**src/rtl/tlb_flush_sequencer.sv**
```systemverilog
// TLB flush sequencer: stalls the MMU, waits for outstanding translations to
// drain, then walks every I/D-TLB index issuing one invalidate per cycle.
// Global flushes from the SATP guard take precedence over ASID-filtered
// SFENCE.VMA requests. All outputs come straight from flops.
module tlb_flush_sequencer #(
    parameter int ENTRIES   = 16,
    parameter int ASID_W    = 6,
    parameter int DRAIN_MAX = 15
) (
    input  logic                        clk,
    input  logic                        rst_n,
    input  logic                        tlb_global_flush,
    input  logic                        sfence_valid,
    output logic                        sfence_ready,
    input  logic                        sfence_asid_en,
    input  logic [ASID_W-1:0]           sfence_asid,
    input  logic                        mmu_idle,
    output logic                        mmu_stall,
    output logic                        tlb_inv_en,
    output logic [$clog2(ENTRIES)-1:0]  tlb_inv_idx,
    output logic                        tlb_inv_asid_en,
    output logic [ASID_W-1:0]           tlb_inv_asid,
    output logic                        flush_done,
    output logic                        busy
);

    localparam int IDX_W = $clog2(ENTRIES);
    localparam int CNT_W = $clog2(DRAIN_MAX + 1);

    typedef enum logic [1:0] {
        IDLE  = 2'd0,
        DRAIN = 2'd1,
        SWEEP = 2'd2,
        DONE  = 2'd3
    } state_t;

    state_t              state_q, state_d;
    logic [IDX_W-1:0]    idx_q, idx_d;
    logic [CNT_W-1:0]    cnt_q, cnt_d;
    logic                req_asid_en_q, req_asid_en_d;
    logic [ASID_W-1:0]   req_asid_q, req_asid_d;
    logic                pending_q, pending_d;

    logic                sfence_ready_q, mmu_stall_q, tlb_inv_en_q;
    logic                tlb_inv_asid_en_q, flush_done_q, busy_q;
    logic [ASID_W-1:0]   tlb_inv_asid_q;

    // Next-state logic: request latching, drain timeout, index walk, upgrades
    always_comb begin
        state_d       = state_q;
        idx_d         = idx_q;
        cnt_d         = cnt_q;
        req_asid_en_d = req_asid_en_q;
        req_asid_d    = req_asid_q;
        pending_d     = pending_q;
        case (state_q)
            IDLE: begin
                if (tlb_global_flush || sfence_valid) begin
                    state_d       = DRAIN;
                    cnt_d         = '0;
                    idx_d         = '0;
                    // A simultaneous global pulse swallows the SFENCE and wins.
                    req_asid_en_d = sfence_valid && sfence_asid_en && !tlb_global_flush;
                    req_asid_d    = req_asid_en_d ? sfence_asid : '0;
                end
            end
            DRAIN: begin
                if (tlb_global_flush) begin
                    req_asid_en_d = 1'b0;
                    req_asid_d    = '0;
                end
                if (mmu_idle || cnt_q == CNT_W'(DRAIN_MAX)) begin
                    state_d = SWEEP;
                    idx_d   = '0;
                end else begin
                    cnt_d = cnt_q + CNT_W'(1);
                end
            end
            SWEEP: begin
                if (tlb_global_flush) begin
                    // Restart so entries already passed get the global invalidate too.
                    req_asid_en_d = 1'b0;
                    req_asid_d    = '0;
                    idx_d         = '0;
                end else if (idx_q == IDX_W'(ENTRIES - 1)) begin
                    idx_d   = '0;
                    state_d = DONE;
                end else begin
                    idx_d = idx_q + IDX_W'(1);
                end
            end
            DONE: begin
                pending_d = pending_q || tlb_global_flush;
                if (pending_d) begin
                    state_d       = DRAIN;
                    cnt_d         = '0;
                    idx_d         = '0;
                    req_asid_en_d = 1'b0;
                    req_asid_d    = '0;
                    pending_d     = 1'b0;
                end else begin
                    state_d = IDLE;
                end
            end
            default: state_d = IDLE;
        endcase
    end

    // State and request registers with synchronous active-low reset
    always_ff @(posedge clk) begin
        if (!rst_n) begin
            state_q       <= IDLE;
            idx_q         <= '0;
            cnt_q         <= '0;
            req_asid_en_q <= 1'b0;
            req_asid_q    <= '0;
            pending_q     <= 1'b0;
        end else begin
            state_q       <= state_d;
            idx_q         <= idx_d;
            cnt_q         <= cnt_d;
            req_asid_en_q <= req_asid_en_d;
            req_asid_q    <= req_asid_d;
            pending_q     <= pending_d;
        end
    end

    // Output flops decoded from the next state so they line up with state_q
    always_ff @(posedge clk) begin
        if (!rst_n) begin
            sfence_ready_q    <= 1'b1;
            mmu_stall_q       <= 1'b0;
            tlb_inv_en_q      <= 1'b0;
            tlb_inv_asid_en_q <= 1'b0;
            tlb_inv_asid_q    <= '0;
            flush_done_q      <= 1'b0;
            busy_q            <= 1'b0;
        end else begin
            sfence_ready_q    <= (state_d == IDLE);
            mmu_stall_q       <= (state_d != IDLE);
            busy_q            <= (state_d != IDLE);
            tlb_inv_en_q      <= (state_d == SWEEP);
            flush_done_q      <= (state_d == DONE);
            tlb_inv_asid_en_q <= (state_d == SWEEP) && req_asid_en_d;
            tlb_inv_asid_q    <= ((state_d == SWEEP) && req_asid_en_d) ? req_asid_d : '0;
        end
    end

    assign sfence_ready    = sfence_ready_q;
    assign mmu_stall       = mmu_stall_q;
    assign tlb_inv_en      = tlb_inv_en_q;
    assign tlb_inv_idx     = idx_q;
    assign tlb_inv_asid_en = tlb_inv_asid_en_q;
    assign tlb_inv_asid    = tlb_inv_asid_q;
    assign flush_done      = flush_done_q;
    assign busy            = busy_q;

endmodule

```
**config.mk**
```make
export PLATFORM = sky130hd
export DESIGN_NAME = tlb_flush_sequencer
export DESIGN_NICKNAME = d
export VERILOG_FILES = /design/src/rtl/tlb_flush_sequencer.sv
export SDC_FILE = /design/constraint.sdc
export NUM_CORES = 1
export LEC_CHECK = 0
export CAP_MARGIN = 20
export CORE_ASPECT_RATIO = 1.2
export CORE_MARGIN = 4
export CORE_UTILIZATION = 47
export CTS_BUF_LIST = sky130_fd_sc_hd__clkbuf_4
export CTS_CLUSTER_SIZE = 12
export DETAILED_ROUTE_END_ITERATION = 12
export HOLD_SLACK_MARGIN = 0.02
export PLACE_DENSITY = 0.78
export SETUP_SLACK_MARGIN = 0.4
export SKIP_LAST_GASP = 1
export SYNTH_ARGS = -nofsm -noshare
export SYNTH_HDL_FRONTEND = slang
export SYNTH_SLANG_ARGS = --single-unit
```
**constraint.sdc**
```tcl
create_clock -name clk -period 1.5 [get_ports clk]
set_input_delay 0.3 -clock clk [delete_from_list [all_inputs] [get_ports clk]]
set_output_delay 0.3 -clock clk [all_outputs]
set_load 0.1 [all_outputs]
```
==> results.cfg <==
[run_status]
run_status = finished with violations
failing_checks = setup timing

[logic_synthesis]
synth_compound_gate_area_share = 0.249
post_synth_mux_area_share = 0
ys_async_sr_fraction = 0
yosysUniqueCellTypes = 42
combinational_family_with_the_most_area_after_synthesis = compound AO/OA/AOI/OAI gates
synth-edff-count = 0
synth.yosys.warnings = 0
syn_avg_cell_area_um2 = 9.54
synth_cells = 137
yosys.area_share.xor_xnor = 0
synth.cell_area_um2 = 1310
yosys.area_share.simple = 0.205
ys_seq_elements = 28
seq_area_frac_synth = 0.429
syn-num-nets = 156
synth_adder_area_share = 0.0670
synth-main-ff-cell = sky130_fd_sc_hd__dfxtp_1

[sta]
report.final.setup_viol = 17
drv_slew = 0
worstMarginPinSlew_ns = 0.326
final_worst_setup_slack_ns = -0.123
finalHoldViolCount = 0
setup_repair_after_global_routing_missed_its_margin = true
worst_hold_margin_ns = 0.526
final_min_period_over_clock_period = 1.08
final.min_clock_period_ns = 1.62
max_freq_ghz = 0.616
slew_headroom = 0.781
fin_skew_ns = 0.00307

[final_layout]
final_non_filler_cell_total = 218
n_antenna_cell = 0
nFillCells = 125
layout.cell_area.non_filler_um2 = 2260
register_area_um2 = 602
layout-area-overhead-vs-synth_pct = 72.5
drive_gt1_frac = 0.578
area_taken_by_multi_input_logic_gates_um2 = 936
nets = 206

[floorplanning]
pin_count = 28
chipWidth_um = 56.2
chipHeight_um = 65.8
placementRows = 20
design.die.area_um2 = 3690
initial_core_utilization = 0.502
placeableCoreArea_um2 = 2600

[route]
viasPerCell = 6.11
antenna_left = 0
drt_iter0_drc = 61
wire_per_inst_um = 18.7
dr_total_vias = 1333
drt_pass1_iterations = 5
drc = 0
drt-total-wl_um = 4080

[setup_path]
critical_path.startpoint_type = register
cp.arrival_ns = 1.90
setup.worst_path.class = register to register
worst-path-max-fanout = 4
timing.critical_path.required_ns = 1.77
endpoint_kind = register

[clock_network]
clk_path_buf_depth = 2
cts.clk_slew.worst_paths_ns = 0.14
cts-root-buf = sky130_fd_sc_hd__clkbuf_4
cts.htree.levels = 1
numClockSinks = 28
tritoncts_clock_tree = yes
cts_inserted_buffers = 3
worst_skew_pair.late_latency_ns = 0.33

[place]
place_worst_setup_slack_ns = -0.395
placement.io_buffers = 27
place_inst = 210
place_congestion = 0.856
place_area_um2 = 2050
place_hpwl_um = 2850

[power]
p_per_area_nw_per_um2 = 789
leakagePower_nw = 0.840
peakVddDrop_mv = 0.771
power_w = 0.00178

[global_routing]
globalRoute.totalOverflow = 0
grt_start_max_net_pins = 18
initial_antenna_violation_count = 0
grt_usage = 0.231
wire_length_of_the_first_global_routing_pass_um = 6690
vias_in_the_first_global_route = 1458

[worst_hold_path]
min_path_type = register to register

[run]
max_cap_violations = 0
==> layer usage <==
layer	GRT usage	vias up	wire length (µm)
li1	-	609	-
met5	0	-	0
met2	0.485	63	2380
met3	0.0371	20	202
met4	0.122	0	131
met1	0.204	641	1370
==> power by group <==
group          leakage, nW  total [W]  switching, W  internal, W
Sequential           0.237   0.000800     0.0000328     0.000768
Clock               0.0138   0.000317      0.000223    0.0000946
Combinational        0.589   0.000663      0.000375     0.000288
Total                0.840    0.00178      0.000631      0.00115
==> cell usage after synthesis (all sizes together), types with 4 or more instances <==
cell    n  area, µm²
dfxtp  28        561
nor2   14       52.6
a21oi   9       45.0
nor3    8       40.0
a22oi   7       57.6
ha      7       87.6
inv     6       22.5
nand2   6       22.5
o21ai   6       30.0
buf     5       40.0
a31oi   4       40.0
o21a    4       30.0
==> sequential cells by signal, summed over array words and instances, names as in the netlist <==
register	flops
tlb_inv_asid_en	1
req_asid_en_q	1
busy	1
tlb_inv_en	1
req_asid_q	6
tlb_inv_idx	4
flush_done	1
tlb_inv_asid	6
sfence_ready	1
cnt_q	4
state_q	2
==> critical path, stage by stage, from the launching register on <==
cell and delay, ns:
sky130_fd_sc_hd__dfxtp_4 0.42, sky130_fd_sc_hd__inv_6 0.05, sky130_fd_sc_hd__ha_4 0.16, sky130_fd_sc_hd__nor2b_4 0.13, sky130_fd_sc_hd__o21ba_4 0.24, sky130_fd_sc_hd__or4_4 0.42
sky130_fd_sc_hd__a21oi_2 0.14
==> metrics by stage <==
stage | util | setup TNS (ns)
finish | 0.867 | -0.917
global placement | 0.788 | -5.91
floorplan | - | -0.112
detailed placement | 0.788 | -7.43
global route | 0.867 | -2.63
CTS | 0.852 | -0.685
==> cell usage in the layout (no fill, tap or decap), types with 4 or more instances in the layout <==
cell and n:
sky130_fd_sc_hd__nor3_1 4, sky130_fd_sc_hd__nor2_1 11, sky130_fd_sc_hd__a21oi_1 5, sky130_fd_sc_hd__o21a_1 4
sky130_fd_sc_hd__nor3_2 4, sky130_fd_sc_hd__buf_12 16, sky130_fd_sc_hd__nand2_1 5, sky130_fd_sc_hd__dfxtp_4 7
sky130_fd_sc_hd__ha_4 6, sky130_fd_sc_hd__dfxtp_1 9, sky130_fd_sc_hd__a21oi_2 4, sky130_fd_sc_hd__dfxtp_2 12
sky130_fd_sc_hd__buf_4 21, sky130_fd_sc_hd__clkdlybuf4s50_1 11, sky130_fd_sc_hd__a22oi_2 7
==> what timing repair did <==
item                                    CTS  global route
setup buffers                             4             1
gates resized for setup                  26             7
hold endpoints to repair                  0             0
pin swaps                                14             5
endpoints found under the setup margin   44            44
hold buffers                              0             0
==> cell families after synthesis <==
| group | after synthesis |
|---|---|
| flops | 28 |
| simple gates | 48 |
| buf+inv | 12 |
| fa+ha+maj | 7 |
| compound gates | 42 |
==> worst paths after layout <==
kind	start	endpoint	slack, ns	cells after the start
setup / recovery	state_q[1]$_SDFF_PN0_	tlb_inv_idx[0]$_SDFFE_PN0P_	-0.12	6
hold / removal	req_asid_q[4]$_SDFF_PN0_	req_asid_q[4]$_SDFF_PN0_	0.53	2
setup reg to reg	state_q[1]$_SDFF_PN0_	tlb_inv_idx[0]$_SDFFE_PN0P_	-0.12	6
hold reg to reg	req_asid_q[4]$_SDFF_PN0_	req_asid_q[4]$_SDFF_PN0_	0.53	2
==> layout make-up <==
class                   count  share of cell area
multi-input cells          97               0.415
repair buffers             51               0.276
well taps                  33              0.0183
inverters                   6              0.0144
clock buffers               3             0.00998
flip-flops and latches     28               0.267
Power figures use the tool's default switching activity.
